File: config.mk
export PLATFORM = sky130hd
export DESIGN_NAME = wb_cmd_master_flat
export DESIGN_NICKNAME = d
export VERILOG_FILES = /design/src/rtl/wb_cmd_master_if.sv /design/src/rtl/wb_cmd_master.sv /design/src/flat_wrapper.sv
export SDC_FILE = /design/constraint.sdc
export NUM_CORES = 1
export LEC_CHECK = 0
export ABC_AREA = 1
export CELL_PAD_IN_SITES_DETAIL_PLACEMENT = 1
export CELL_PAD_IN_SITES_GLOBAL_PLACEMENT = 2
export CORE_ASPECT_RATIO = 0.8
export CORE_UTILIZATION = 25
export CTS_CLUSTER_DIAMETER = 200
export DETAILED_ROUTE_END_ITERATION = 10
export PLACE_DENSITY = 0.87
export SLEW_MARGIN = 20
export SYNTH_ARGS = -nofsm -noshare
export SYNTH_HDL_FRONTEND = slang
export SYNTH_SLANG_ARGS = --single-unit
File: constraint.sdc
create_clock -name i_clk -period 2.2 [get_ports i_clk]
set_clock_uncertainty 0.2 [all_clocks]
set_input_delay 0.22 -clock i_clk [delete_from_list [all_inputs] [get_ports i_clk]]
set_output_delay 0.22 -clock i_clk [all_outputs]
set_load 0.02 [all_outputs]
File: src/rtl/wb_cmd_master_if.sv
// Command-side and Wishbone-side signals of the single-transaction bus master.
// Latency: none, wires only.
// Backpressure: i_cmd_stb is honoured only while o_cmd_busy is low; i_wb_stall holds the request.
// Ports: i_cmd_* command request, o_rsp_* response, o_wb_*/i_wb_* Wishbone B4 pipelined bus.
interface wb_cmd_master_if #(
    parameter int AW = 30
);
    logic          i_cmd_stb;
    logic          i_cmd_we;
    logic [AW-1:0] i_cmd_addr;
    logic [31:0]   i_cmd_data;
    logic [3:0]    i_cmd_sel;
    logic          i_abort;
    logic          o_cmd_busy;
    logic          o_rsp_stb;
    logic [31:0]   o_rsp_data;
    logic          o_rsp_err;
    logic          o_rsp_timeout;
    logic          o_wb_cyc;
    logic          o_wb_stb;
    logic          o_wb_we;
    logic [AW-1:0] o_wb_addr;
    logic [31:0]   o_wb_data;
    logic [3:0]    o_wb_sel;
    logic          i_wb_stall;
    logic          i_wb_ack;
    logic          i_wb_err;
    logic [31:0]   i_wb_data;

    // The bus master itself.
    modport master (
        input  i_cmd_stb, i_cmd_we, i_cmd_addr, i_cmd_data, i_cmd_sel, i_abort,
        output o_cmd_busy, o_rsp_stb, o_rsp_data, o_rsp_err, o_rsp_timeout,
        output o_wb_cyc, o_wb_stb, o_wb_we, o_wb_addr, o_wb_data, o_wb_sel,
        input  i_wb_stall, i_wb_ack, i_wb_err, i_wb_data
    );

    // The command front end plus the addressed slave, seen from outside.
    modport slave (
        output i_cmd_stb, i_cmd_we, i_cmd_addr, i_cmd_data, i_cmd_sel, i_abort,
        input  o_cmd_busy, o_rsp_stb, o_rsp_data, o_rsp_err, o_rsp_timeout,
        input  o_wb_cyc, o_wb_stb, o_wb_we, o_wb_addr, o_wb_data, o_wb_sel,
        output i_wb_stall, i_wb_ack, i_wb_err, i_wb_data
    );
endinterface

File: src/rtl/wb_cmd_master.sv
// Single-outstanding Wishbone B4 pipelined master: one command in, one bus cycle, one response out.
// Latency: accept at N, stb at N+1, rsp_stb at N+2 with a zero-wait slave.
// Backpressure: commands dropped while busy; request held while i_wb_stall; optional timeout.
// Ports: i_clk, i_reset_n (async active-low), bus (wb_cmd_master_if.master).
module wb_cmd_master #(
    parameter int AW      = 30,
    parameter int TIMEOUT = 1023,
    parameter int TW      = 10
) (
    input  logic            i_clk,
    input  logic            i_reset_n,
    wb_cmd_master_if.master bus
);
    typedef enum logic [1:0] {
        S_IDLE = 2'd0,
        S_REQ  = 2'd1,
        S_WAIT = 2'd2
    } state_t;

    localparam bit            TO_EN  = (TIMEOUT != 0);
    localparam logic [TW-1:0] TO_VAL = TW'(TIMEOUT);

    state_t        state_q;
    logic          cyc_q;
    logic          stb_q;
    logic          we_q;
    logic [AW-1:0] addr_q;
    logic [31:0]   data_q;
    logic [3:0]    sel_q;
    logic          rsp_stb_q;
    logic [31:0]   rsp_data_q;
    logic          rsp_err_q;
    logic          rsp_timeout_q;
    logic [TW-1:0] cnt_q;

    logic timeout_hit;
    assign timeout_hit = TO_EN && (cnt_q == TO_VAL);

    always_ff @(posedge i_clk or negedge i_reset_n) begin
        if (!i_reset_n) begin
            state_q       <= S_IDLE;
            cyc_q         <= 1'b0;
            stb_q         <= 1'b0;
            we_q          <= 1'b0;
            addr_q        <= '0;
            data_q        <= '0;
            sel_q         <= '0;
            rsp_stb_q     <= 1'b0;
            rsp_data_q    <= '0;
            rsp_err_q     <= 1'b0;
            rsp_timeout_q <= 1'b0;
            cnt_q         <= '0;
        end else begin
            // Response strobe is a single-cycle pulse unless re-asserted below.
            rsp_stb_q <= 1'b0;
            case (state_q)
                S_IDLE: begin
                    if (bus.i_cmd_stb) begin
                        we_q    <= bus.i_cmd_we;
                        addr_q  <= bus.i_cmd_addr;
                        data_q  <= bus.i_cmd_data;
                        sel_q   <= bus.i_cmd_sel;
                        cyc_q   <= 1'b1;
                        stb_q   <= 1'b1;
                        cnt_q   <= '0;
                        state_q <= S_REQ;
                    end
                end
                S_REQ, S_WAIT: begin
                    if (bus.i_abort) begin
                        // Abort beats any same-cycle ack/err: the cycle vanishes silently.
                        cyc_q   <= 1'b0;
                        stb_q   <= 1'b0;
                        state_q <= S_IDLE;
                    end else if (bus.i_wb_err || bus.i_wb_ack || timeout_hit) begin
                        // Priority err > ack > timeout; data only survives a clean ack.
                        cyc_q         <= 1'b0;
                        stb_q         <= 1'b0;
                        rsp_stb_q     <= 1'b1;
                        rsp_err_q     <= bus.i_wb_err;
                        rsp_timeout_q <= !bus.i_wb_err && !bus.i_wb_ack;
                        rsp_data_q    <= (bus.i_wb_ack && !bus.i_wb_err) ? bus.i_wb_data : 32'h0;
                        state_q       <= S_IDLE;
                    end else begin
                        if (state_q == S_REQ && !bus.i_wb_stall) begin
                            stb_q   <= 1'b0;
                            state_q <= S_WAIT;
                        end
                        if (cnt_q != '1) begin
                            cnt_q <= cnt_q + 1'b1;
                        end
                    end
                end
                default: begin
                    cyc_q   <= 1'b0;
                    stb_q   <= 1'b0;
                    state_q <= S_IDLE;
                end
            endcase
        end
    end

    // Busy tracks the bus cycle exactly, so it is already low in the response cycle.
    assign bus.o_cmd_busy    = cyc_q;
    assign bus.o_rsp_stb     = rsp_stb_q;
    assign bus.o_rsp_data    = rsp_data_q;
    assign bus.o_rsp_err     = rsp_err_q;
    assign bus.o_rsp_timeout = rsp_timeout_q;
    assign bus.o_wb_cyc      = cyc_q;
    assign bus.o_wb_stb      = stb_q;
    assign bus.o_wb_we       = we_q;
    assign bus.o_wb_addr     = addr_q;
    assign bus.o_wb_data     = data_q;
    assign bus.o_wb_sel      = sel_q;
endmodule

File: src/flat_wrapper.sv
// flat-port wrapper written by rule: the top's interface ports become plain ports
module wb_cmd_master_flat 
#(
    parameter int AW      = 30,
    parameter int TIMEOUT = 1023,
    parameter int TW      = 10
)
  (i_clk, i_reset_n, bus_i_cmd_stb, bus_i_cmd_we, bus_i_cmd_addr, bus_i_cmd_data, bus_i_cmd_sel, bus_i_abort, bus_o_cmd_busy, bus_o_rsp_stb, bus_o_rsp_data, bus_o_rsp_err, bus_o_rsp_timeout, bus_o_wb_cyc, bus_o_wb_stb, bus_o_wb_we, bus_o_wb_addr, bus_o_wb_data, bus_o_wb_sel, bus_i_wb_stall, bus_i_wb_ack, bus_i_wb_err, bus_i_wb_data);
  wb_cmd_master_if #(.AW(AW)) bus_i ();
  input  logic i_clk;
  input  logic i_reset_n;
  input wire logic [$bits(bus_i.i_cmd_stb)-1:0] bus_i_cmd_stb;
  input wire logic [$bits(bus_i.i_cmd_we)-1:0] bus_i_cmd_we;
  input wire logic [$bits(bus_i.i_cmd_addr)-1:0] bus_i_cmd_addr;
  input wire logic [$bits(bus_i.i_cmd_data)-1:0] bus_i_cmd_data;
  input wire logic [$bits(bus_i.i_cmd_sel)-1:0] bus_i_cmd_sel;
  input wire logic [$bits(bus_i.i_abort)-1:0] bus_i_abort;
  output wire logic [$bits(bus_i.o_cmd_busy)-1:0] bus_o_cmd_busy;
  output wire logic [$bits(bus_i.o_rsp_stb)-1:0] bus_o_rsp_stb;
  output wire logic [$bits(bus_i.o_rsp_data)-1:0] bus_o_rsp_data;
  output wire logic [$bits(bus_i.o_rsp_err)-1:0] bus_o_rsp_err;
  output wire logic [$bits(bus_i.o_rsp_timeout)-1:0] bus_o_rsp_timeout;
  output wire logic [$bits(bus_i.o_wb_cyc)-1:0] bus_o_wb_cyc;
  output wire logic [$bits(bus_i.o_wb_stb)-1:0] bus_o_wb_stb;
  output wire logic [$bits(bus_i.o_wb_we)-1:0] bus_o_wb_we;
  output wire logic [$bits(bus_i.o_wb_addr)-1:0] bus_o_wb_addr;
  output wire logic [$bits(bus_i.o_wb_data)-1:0] bus_o_wb_data;
  output wire logic [$bits(bus_i.o_wb_sel)-1:0] bus_o_wb_sel;
  input wire logic [$bits(bus_i.i_wb_stall)-1:0] bus_i_wb_stall;
  input wire logic [$bits(bus_i.i_wb_ack)-1:0] bus_i_wb_ack;
  input wire logic [$bits(bus_i.i_wb_err)-1:0] bus_i_wb_err;
  input wire logic [$bits(bus_i.i_wb_data)-1:0] bus_i_wb_data;
  assign bus_i.i_cmd_stb = bus_i_cmd_stb;
  assign bus_i.i_cmd_we = bus_i_cmd_we;
  assign bus_i.i_cmd_addr = bus_i_cmd_addr;
  assign bus_i.i_cmd_data = bus_i_cmd_data;
  assign bus_i.i_cmd_sel = bus_i_cmd_sel;
  assign bus_i.i_abort = bus_i_abort;
  assign bus_o_cmd_busy = bus_i.o_cmd_busy;
  assign bus_o_rsp_stb = bus_i.o_rsp_stb;
  assign bus_o_rsp_data = bus_i.o_rsp_data;
  assign bus_o_rsp_err = bus_i.o_rsp_err;
  assign bus_o_rsp_timeout = bus_i.o_rsp_timeout;
  assign bus_o_wb_cyc = bus_i.o_wb_cyc;
  assign bus_o_wb_stb = bus_i.o_wb_stb;
  assign bus_o_wb_we = bus_i.o_wb_we;
  assign bus_o_wb_addr = bus_i.o_wb_addr;
  assign bus_o_wb_data = bus_i.o_wb_data;
  assign bus_o_wb_sel = bus_i.o_wb_sel;
  assign bus_i.i_wb_stall = bus_i_wb_stall;
  assign bus_i.i_wb_ack = bus_i_wb_ack;
  assign bus_i.i_wb_err = bus_i_wb_err;
  assign bus_i.i_wb_data = bus_i_wb_data;
  wb_cmd_master #(.AW(AW), .TIMEOUT(TIMEOUT), .TW(TW)) u_core (.i_clk(i_clk), .i_reset_n(i_reset_n), .bus(bus_i));
endmodule
==> results.ini, run 1 <==
[status]
outcome=complete, no violations

[clocking]
clkTransAtPathRegs_ns=0.06
cts.htree.levels=4
cts_setup_buffers=0
cts_root_buf=clkbuf_16
cts_made_buffers=17
cts_max_path_buffers=2
cts_tree=built
insertion_delay_ns=0.41
clkSinkCount=115

[global_routing]
grt_overflow=0
grtUsageTotal_pct=14.9
grt_pass1_vias=4170
antenna_found_initial=0
grt_max_degree=116
grt_pass1_wl_um=22300

[place]
port-buffer-count=210
dp.cells=869
hpwl_um=9960
gp_congestion=0.757
post_dp_cell_area_um2=7110

[power_and_ir_drop]
swShare_pct=34.9
power_density_nw_per_um2=1430
p_clk_share_pct=25.9
p_comb_share_pct=42.9
power_leakage_nw=3.29
power_mw=11.1
ir_drop_uv=519
p_int_mw=7.21
p_seq_share_pct=31.2
power_switching_mw=3.87

[die]
initial_core_util_pct=25.8
row_count=44
die_x_um=155
ios=211
dieArea_um2=19400
fp.coreArea_um2=18300
die_height_um=125

[layout]
n_fill_cell=1977
areaGrowthSynthToFinish_pct=64.2
seqCellArea_um2=2880
final_nets=745
drive_gt1_share_pct=18.5
design_area_um2=7730
multi_input_area_um2=1670
final_cells=902
num_antenna_cells=0
utilization_pct=42.3

[timing]
tightest_slew_ns=0.643
rsz0062_at_grt=false
hold_viol_final=0
fin_setup_tns_ns=0
setup_violations=0
max_slew_margin_pct=57.1
fin_crit_ns=2.01
fmax_ghz=0.498
finalCritPeriodShare_pct=91.4
drv_slew=0

[setup_path]
r2r_setup_slack_ns=0.19
slowest_stage=dfrtp_1
r2r-end=u_core.cnt_q[4]
critPathLaunchType=flip-flop
worstReg2RegStart=u_core.state_q[0]
worst_r2r_path_depth=9
crit_chain=inv_1 -> ha_1 -> inv_1 -> nor2_1 -> nand3_1 -> nand2_2 -> nand2_4 -> nand2_1 -> nand2_1
crit_arrival_ns=2.11
crit_path_end_kind=flip-flop
crit_fanout=10
critPathMaxStageDelay_ns=0.39
critical_path_class=flip-flop to flip-flop
cp_data_required_time_ns=2.30

[worst_hold_path]
worstHoldStart=bus_i_wb_data[24]
min_to=u_core.bus.o_rsp_data[24]
min_path_type=input port to flip-flop
min_path_cells=3

[drt]
firstDrtPassIters=4
highest_layer=met4
wl_met1_um=5890
routedWlPerCell_um=15.4
wl_met3_um=1050
viasPerCell=4.26
initialDrtViolationCount=164
route.met2.wl_um=6700
drcViolationCount=0
ant_nets=0
vias=3842
drt_wl_total_um=13900

[logic_synthesis]
syn_inst=418
yosysSeqAreaShare_pct=61.1
synth_area_um2=4710
synth_nets=527
ys_seq_elements=115
yosys_warnings=0
synth_cell_types=21
syn_area_per_cell_um2=11.3

[job]
drv_cap=0

==> cells in the mapped netlist <==
cell	number	area share, %
o21ai_0	5	0.53
nand3_1	15	1.6
nand2_4	1	0.24
nor2_4	1	0.24
inv_1	13	1.0
a21oi_1	4	0.42
nand2_1	118	9.4
buf_4	2	0.32
buf_6	4	0.96
nor2_1	19	1.5
o21ai_1	26	2.8
clkbuf_1	5	0.40
dfrtp_1	115	61
o21ai_2	4	0.74
nand3b_1	2	0.32
ha_1	3	0.80
nor2_2	1	0.13
o21a_1	1	0.16
buf_2	9	0.96
nand2_2	3	0.40
mux2_2	67	16
==> sequential cells by signal (all words and copies together) (netlist names) <==
| signal | cells |
|---|---|
| u_core.cnt_q | 10 |
| u_core.bus.o_wb_addr | 30 |
| u_core.state_q | 2 |
| u_core.bus.o_rsp_timeout | 1 |
| u_core.bus.o_rsp_data | 32 |
| u_core.bus.o_wb_data | 32 |
| u_core.bus.o_rsp_err | 1 |
| u_core.bus.o_wb_sel | 4 |
| u_core.bus.o_rsp_stb | 1 |
| u_core.bus.o_wb_we | 1 |
| u_core.bus.o_cmd_busy | 1 |
==> per-stage QoR <==
step	hold WS (ns)	setup slack [ns]
finish	0.170	0.190
global route	0.170	0.00196
CTS	0.144	0.180
detailed placement	0.167	0.201
global placement	0.158	0.275
floorplan	-0.276	0.221
==> cells by family after synthesis <==
group           Yosys count  synth area share (%)
buf+inv                  33                  3.66
flops                   115                  61.1
mux                      67                  16.0
fa+ha+maj                 3                 0.797
simple gates            160                  13.8
compound gates           40                  4.62
==> worst max-delay path by stage <==
stage / start / endpoint / slack (ns) / cells past startpoint
after global routing: u_core.state_q[0] / u_core.cnt_q[9] / 0.002 / 9
after CTS: u_core.state_q[0] / u_core.cnt_q[4] / 0.18 / 9
after detailed placement: bus_i_wb_err / u_core.bus.o_rsp_data[18] / 0.20 / 7
final: u_core.state_q[0] / u_core.cnt_q[4] / 0.19 / 9
after global placement: bus_i_wb_err / u_core.bus.o_rsp_data[3] / 0.27 / 6
after floorplan: u_core.state_q[0] / u_core.cnt_q[7] / 0.22 / 10
==> final cells by class <==
type,count,share of cell area (%)
repair buffers,219,28.5
well taps,253,4.09
clock buffers,18,5.68
flip-flops and latches,115,37.2
clock inverters,14,2.31
multi-input cells,270,21.5
inverters,13,0.631
==> critical path: cells and delay by family, from the launching register on <==
kind	cells	cell delay, ns
flip-flops	1	0.39
AND/OR/NAND/NOR	6	0.86
adder cells (fa/ha/maj)	1	0.29
buffers and inverters	2	0.15
==> metal layers <==
metal | up-vias | track usage [%]
met1 | 1882 | 17.7
met2 | 136 | 24.3
li1 | 1809 | -
met5 | - | 0
met3 | 15 | 5.78
met4 | 0 | 5.31
==> layout by cell type, fill, tap and decap left out <==
master	synthesis	layout
clkdlybuf4s50_1	0	209
nand2_1	118	117
dfrtp_1	115	115
mux2_2	67	67
o21ai_1	26	26
nor2_1	19	18
clkbuf_16	0	17
nand3_1	15	15
inv_1	13	13
buf_4	2	6
o21ai_0	5	5
clkinv_4	0	5
nand2_2	3	4
a21oi_1	4	4
o21ai_2	4	4
ha_1	3	3
bufinv_16	0	3
buf_12	0	3
nor2_2	1	2
nand3b_1	2	2
clkinv_2	0	2
clkinvlp_4	0	2
nor2_4	1	1
nand2_4	1	1
o21a_1	1	1
clkbuf_8	0	1
inv_8	0	1
inv_6	0	1
dlygate4sd3_1	0	1
==> power groups by stage <==
| stage | registers [mW] | logic, mW | clock network, mW |
|---|---|---|---|
| finish | 3.46 | 4.76 | 2.87 |
| global route | 3.59 | 5.06 | 3.05 |
| CTS | 3.48 | 4.83 | 2.96 |
| detailed placement | 3.50 | 4.80 | 0 |
| global placement | 3.42 | 4.70 | 0 |
| floorplan | 4.50 | 1.37 | 0 |
==> timing repair <==
item                                   4_1_cts  5_1_grt
endpoints found under the hold margin      115        0
gates resized for setup                      0        0
hold buffers                                 1        0
(Power assumes the default switching activity.)
==> run 2, diff against run 1 <==
- CORE_UTILIZATION: 25 -> 22
- PLACE_DENSITY: 0.87 -> 0.82
- clock period: 2.2 -> 1.7 ns (I/O delays scaled with it)
==> results.ini, run 2 (synthesis results as in run 1) <==
[setup_path]
worst_r2r_path_depth=8
crit_path_end_kind=flip-flop
crit_family=buffers and inverters
critPathLaunch=u_core.state_q[1]
crit_fanout=11
cp_num_cells=8
critPathMaxStageDelay_ns=0.36
cp_data_required_time_ns=1.83
critical_path_class=flip-flop to flip-flop
crit_chain=inv_2 -> ha_4 -> inv_4 -> nor2_4 -> buf_12 -> nand2_4 -> clkbuf_16 -> o21ai_1
slowest_stage=dfrtp_1
critPathBufInv=4
worstReg2RegStart=u_core.state_q[1]
critPathLaunchType=flip-flop
crit_arrival_ns=1.87

[status]
outcome=complete, but fails checks
violations=DRC, setup timing

[power_and_ir_drop]
power_mw=14.6
ir_drop_uv=717
p_comb_share_pct=43.4
p_int_mw=9.15
swShare_pct=37.2
p_clk_share_pct=25.6
power_leakage_nw=3.86
p_seq_share_pct=31.0
power_switching_mw=5.41
power_density_nw_per_um2=1740

[clocking]
clkTransAtPathRegs_ns=0.06
cts_max_path_buffers=2
cts_made_buffers=17
clkSinkCount=115
cts_tree=built
cts.htree.levels=4
cts_root_buf=clkbuf_16
insertion_delay_ns=0.40

[timing]
max_slew_margin_pct=65.3
drv_slew=0
hold_viol_final=0
rsz0062_at_grt=true
tightest_slew_ns=0.520
setup_violations=29
fin_crit_ns=1.75
fin_ws_ns=-0.0469
finalCritPeriodShare_pct=103
fmax_ghz=0.572

[worst_hold_path]
worstHoldStart=bus_i_wb_data[2]
min_path_type=input port to flip-flop
min_path_cells=3

[drt]
drcViolationCount=32
ant_nets=0
firstDrtPassIters=7
vias=4134
viasPerCell=4.31
drt_wl_total_um=15700
routedWlPerCell_um=16.3
initialDrtViolationCount=150

[die]
dieArea_um2=22000
die_x_um=166
row_count=47
ios=211
die_height_um=133
initial_core_util_pct=22.6
fp.coreArea_um2=20800

[global_routing]
grt_overflow=0
grt_max_degree=76
grtUsageTotal_pct=14.3
grt_pass1_vias=4517
grt_pass1_wl_um=24700
antenna_found_initial=1

[layout]
areaGrowthSynthToFinish_pct=77.2
final_nets=785
layout_common_cells=dfrtp_1 (114), clkdlybuf4s50_1 (104), dlygate4sd2_1 (104), nand2_1 (89), mux2_2 (67)
final_cells=959
n_fill_cell=2281
final_common_cell=dfrtp_1
drive_gt1_share_pct=30.9

[place]
port-buffer-count=210
gp_congestion=0.743
hpwl_um=10800
dp.cells=910

[job]
drv_cap=0

==> run 2: tightest hold or removal path: cells and delay by family <==
family / cells / cell delay [ns]
buffers and inverters: 1 / 0.40
and+or+nand+nor: 1 / 0.08
AOI/OAI and AO/OA: 1 / 0.05
==> run 2: final cells by class <==
type / instances / area, um2 / area share, %
inverter: 13 / 51.3 / 0.614
clock buffer: 18 / 439 / 5.26
timing repair buffer: 258 / 2510 / 30.1
tap: 269 / 337 / 4.03
antenna: 1 / 2.50 / 0.0300
sequential: 115 / 2880 / 34.5
clock inverter: 14 / 175 / 2.10
multi-input combinational: 271 / 1950 / 23.4
==> run 2: path summary, 6_finish.rpt <==
| kind | endpoint | slack (ns) |
|---|---|---|
| worst max-delay path | u_core.bus.o_rsp_data[9] | -0.05 |
| min in group asynchronous | u_core.cnt_q[7] | 0.18 |
| worst min-delay path | u_core.bus.o_rsp_data[2] | 0.13 |
| max in group asynchronous | u_core.bus.o_wb_data[17] | 0.70 |
| worst max register to register | u_core.bus.o_rsp_data[9] | -0.05 |
| worst min register to register | u_core.bus.o_rsp_data[31] | 0.28 |
==> run 2: power by group through the flow <==
stage	Combinational [mW]	Sequential, mW	Clock [mW]
6_report	6.32	4.52	3.73
5_1_grt	6.75	4.70	3.96
4_1_cts	5.93	4.47	3.84
3_5_place_dp	6.50	4.54	0
3_3_place_gp	6.37	4.46	0
2_1_floorplan	1.86	5.83	0
==> run 2: metrics by stage <==
stage	worst slack [ns]	area [um2]	utilization (%)	TNS, ns	hold WS, ns
finish	-0.0469	8350	40.1	-0.521	0.131
global route	-0.125	8350	40.1	-4.10	0.139
CTS	-0.00940	7970	38.3	-0.0131	0.117
detailed placement	-0.165	7360	35.4	-6.36	0.0447
global placement	-0.146	7360	35.4	-1.98	0.0349
floorplan	-0.0793	4770	-	-2.73	-0.326
==> run 2: metal layers <==
layer | global-route usage, % | up-vias | routed length [um] | part of all wire (%)
li1 | - | 1898 | - | -
met1 | 17.2 | 2081 | 6520 | 42
met2 | 23.8 | 140 | 7850 | 50
met3 | 4.85 | 15 | 1100 | 7.0
met4 | 5.09 | 0 | 193 | 1.2
met5 | 0 | - | 0 | 0
==> run 2: repair_timing <==
item | in CTS | in global routing
setup endpoints to repair | 212 | 47
hold endpoints to repair | 115 | 0
resized for setup | 117 | 63
hold buffers | 1 | 0
gates cloned | 1 | 6
pin swaps | 6 | 9
setup buffers | 5 | 3
==> run 3, diff against run 2 <==
- ABC_AREA: 1 -> unset
- CORE_UTILIZATION: 22 -> 23
- PLACE_DENSITY: 0.82 -> 0.83
==> results.ini, run 3 <==
[setup_path]
crit_family=simple AND/OR/NAND/NOR gates
critPathMaxStageDelay_ns=0.51
slowest_stage=or4b_4
setup.worst_path.end=u_core.cnt_q[9]
critPathLaunchType=flip-flop
r2r_setup_slack_ns=-0.44
worstReg2RegStart=u_core.state_q[0]
crit_fanout=4
r2r-end=u_core.cnt_q[9]
critical_path_class=flip-flop to flip-flop
worst_r2r_path_depth=8
cp_num_cells=8
cp_data_required_time_ns=1.79
crit_arrival_ns=2.23
critPathLaunch=u_core.state_q[0]
critPathBufInv=2
crit_chain=inv_2 -> ha_4 -> or4b_4 -> nor3_4 -> buf_6 -> nand3_2 -> o21ai_2 -> a31oi_1
crit_path_end_kind=flip-flop

[place]
post_dp_cell_area_um2=7470
gp_congestion=0.793
hpwl_um=10800
dp.cells=884
dpl_worst_slack_ns=-0.617
port-buffer-count=210

[global_routing]
grt_max_degree=65
grt_pass1_vias=4500
grt_overflow=0
grtUsageTotal_pct=15.9
grt_pass1_wl_um=25200
antenna_found_initial=0

[logic_synthesis]
syn_inst=379
ys_async_sr_fraction_pct=100
yosysSeqAreaShare_pct=61.8
synth_top_cells_by_count=dfrtp_1 (115), nand2_1 (76), mux2_2 (68), nand3_1 (37)
yosys-top-cells-area=dfrtp_1 (62%), mux2_2 (16%), nand2_1 (6.1%), nand3_1 (4.0%), a31oi_1 (1.3%)
synth_most_common_cell=dfrtp_1
ys.flop_type=dfrtp_1
synth_cell_types=34
syn_area_per_cell_um2=12.3
synth_edf_count=0
synth_top_area_share_pct=61.8
synth_top_area_cell=dfrtp_1
synth_nets=488
yosys_warnings=0
synth_area_um2=4660
ys_seq_elements=115

[die]
fp.coreArea_um2=19900
initial_core_util_pct=23.5
dieArea_um2=20800
row_count=46
ios=211
die_x_um=161
die_height_um=129

[layout]
final_cells=937
layout_common_cells=dfrtp_1 (114), clkdlybuf4s50_1 (104), dlygate4sd2_1 (104), nand2_1 (56), mux2_2 (48)
final_common_cell=dfrtp_1
num_antenna_cells=0
design_area_um2=8740
areaGrowthSynthToFinish_pct=87.7
final_nets=770
drive_gt1_share_pct=36.4
n_fill_cell=2112

[status]
outcome=complete, but fails checks
violations=setup timing

[drt]
drcViolationCount=0
viasPerCell=4.33
firstDrtPassIters=4
initialDrtViolationCount=125
drt_wl_total_um=16200
vias=4057
routedWlPerCell_um=17.3
ant_nets=0

[timing]
max_slew_margin_pct=76.4
fin_ws_ns=-0.443
setup_violations=61
drv_slew=0
fin_setup_tns_ns=-10.90
fin_crit_ns=2.14
finalCritPeriodShare_pct=126
hold_viol_final=0
fmax_ghz=0.467
tightest_slew_ns=0.355
rsz0062_at_grt=true

[clocking]
clkSinkCount=115
clkTransAtPathRegs_ns=0.06
cts.htree.levels=4
cts_root_buf=clkbuf_16
cts_made_buffers=17
cts_tree=built
insertion_delay_ns=0.41
cts_max_path_buffers=2

[power_and_ir_drop]
power_leakage_nw=4.12
power_mw=15.6
ir_drop_uv=615
power_density_nw_per_um2=1780

[worst_hold_path]
min_path_type=input port to asynchronous set/reset pin

[job]
drv_cap=0

-- run 3: cell types whose count changed in the layout (fill, tap and decap cells not counted), sizes merged, moves of 3 or more --
cell	previous run	this run
nand3	15	38
buf	44	67
nor2b	0	3
inv	17	14
nand2	123	76
o21ai	35	5
clkbuf	22	19
a31oi	0	10
and3	0	4
nand2b	0	3
nor2	21	6
-- run 3: cell type report --
type,count,area [um2],share of cell area [%]
tap,264,330,3.78
clock inverter,14,178,2.03
clock buffer,17,425,4.86
multi-input combinational,238,2080,23.8
inverter,5,35.0,0.401
timing repair buffer,279,2740,31.3
sequential,115,2880,32.9
timing repair inverter,5,76.3,0.873
-- run 3: kinds of logic after synthesis --
kind of cell | Yosys count | share of synthesized area (%)
AO/OA/AOI/OAI | 27 | 3.87
adder cells (fa/ha/maj) | 3 | 0.806
buffers and inverters | 26 | 2.93
flip-flops | 115 | 61.8
multiplexers | 70 | 16.9
AND/OR/NAND/NOR | 138 | 13.8
-- run 3: repair_timing --
action,in CTS,in global routing
resized for setup,178,54
cloned,9,1
endpoints found under the hold margin,115,0
setup buffers,9,6
pin swaps,26,20
hold buffers,1,0
endpoints found under the setup margin,204,108
-- run 3: worst min-delay path: stages --
cell and delay (ns):
dlygate4sd3_1 0.52, buf_4 0.13, buf_12 0.25
-- run 3: through the flow --
stage               util, %  hold slack, ns
floorplan                 -          -0.326
global placement       37.6        -0.00168
detailed placement     37.6         0.00395
CTS                    42.8          0.0794
global route           44.0           0.111
finish                 44.0          0.0934
-- run 3: worst min path at each step --
stage                startpoint                       end  slack (ns)  cells past startpoint
6_report              i_reset_n  u_core.bus.o_rsp_data[2]        0.09                      3
5_1_grt        bus_i_wb_data[8]  u_core.bus.o_rsp_data[8]        0.11                      3
4_1_cts        bus_i_wb_data[4]  u_core.bus.o_rsp_data[4]        0.08                      3
3_5_place_dp          i_reset_n  u_core.bus.o_rsp_data[4]       0.004                      2
3_3_place_gp          i_reset_n  u_core.bus.o_rsp_data[5]      -0.002                      2
2_1_floorplan         i_reset_n     u_core.bus.o_cmd_busy       -0.33                      0
-- run 3: power by group --
part	switching, mW	total, mW	leakage (nW)	internal, mW
Sequential	0.629	4.58	1.43	3.95
Clock	1.38	3.70	0.294	2.32
Combinational	3.81	7.28	2.40	3.47
Total	5.82	15.6	4.12	9.74
-- run 3: per-layer routing --
metal  global-route usage [%]  vias up  part of all wire (%)
li1                         -     1873                     -
met1                     19.4     2009                    42
met2                     26.3      164                    48
met3                     5.99       11                   8.4
met4                     4.77        0                  0.76
met5                        0        -                     0
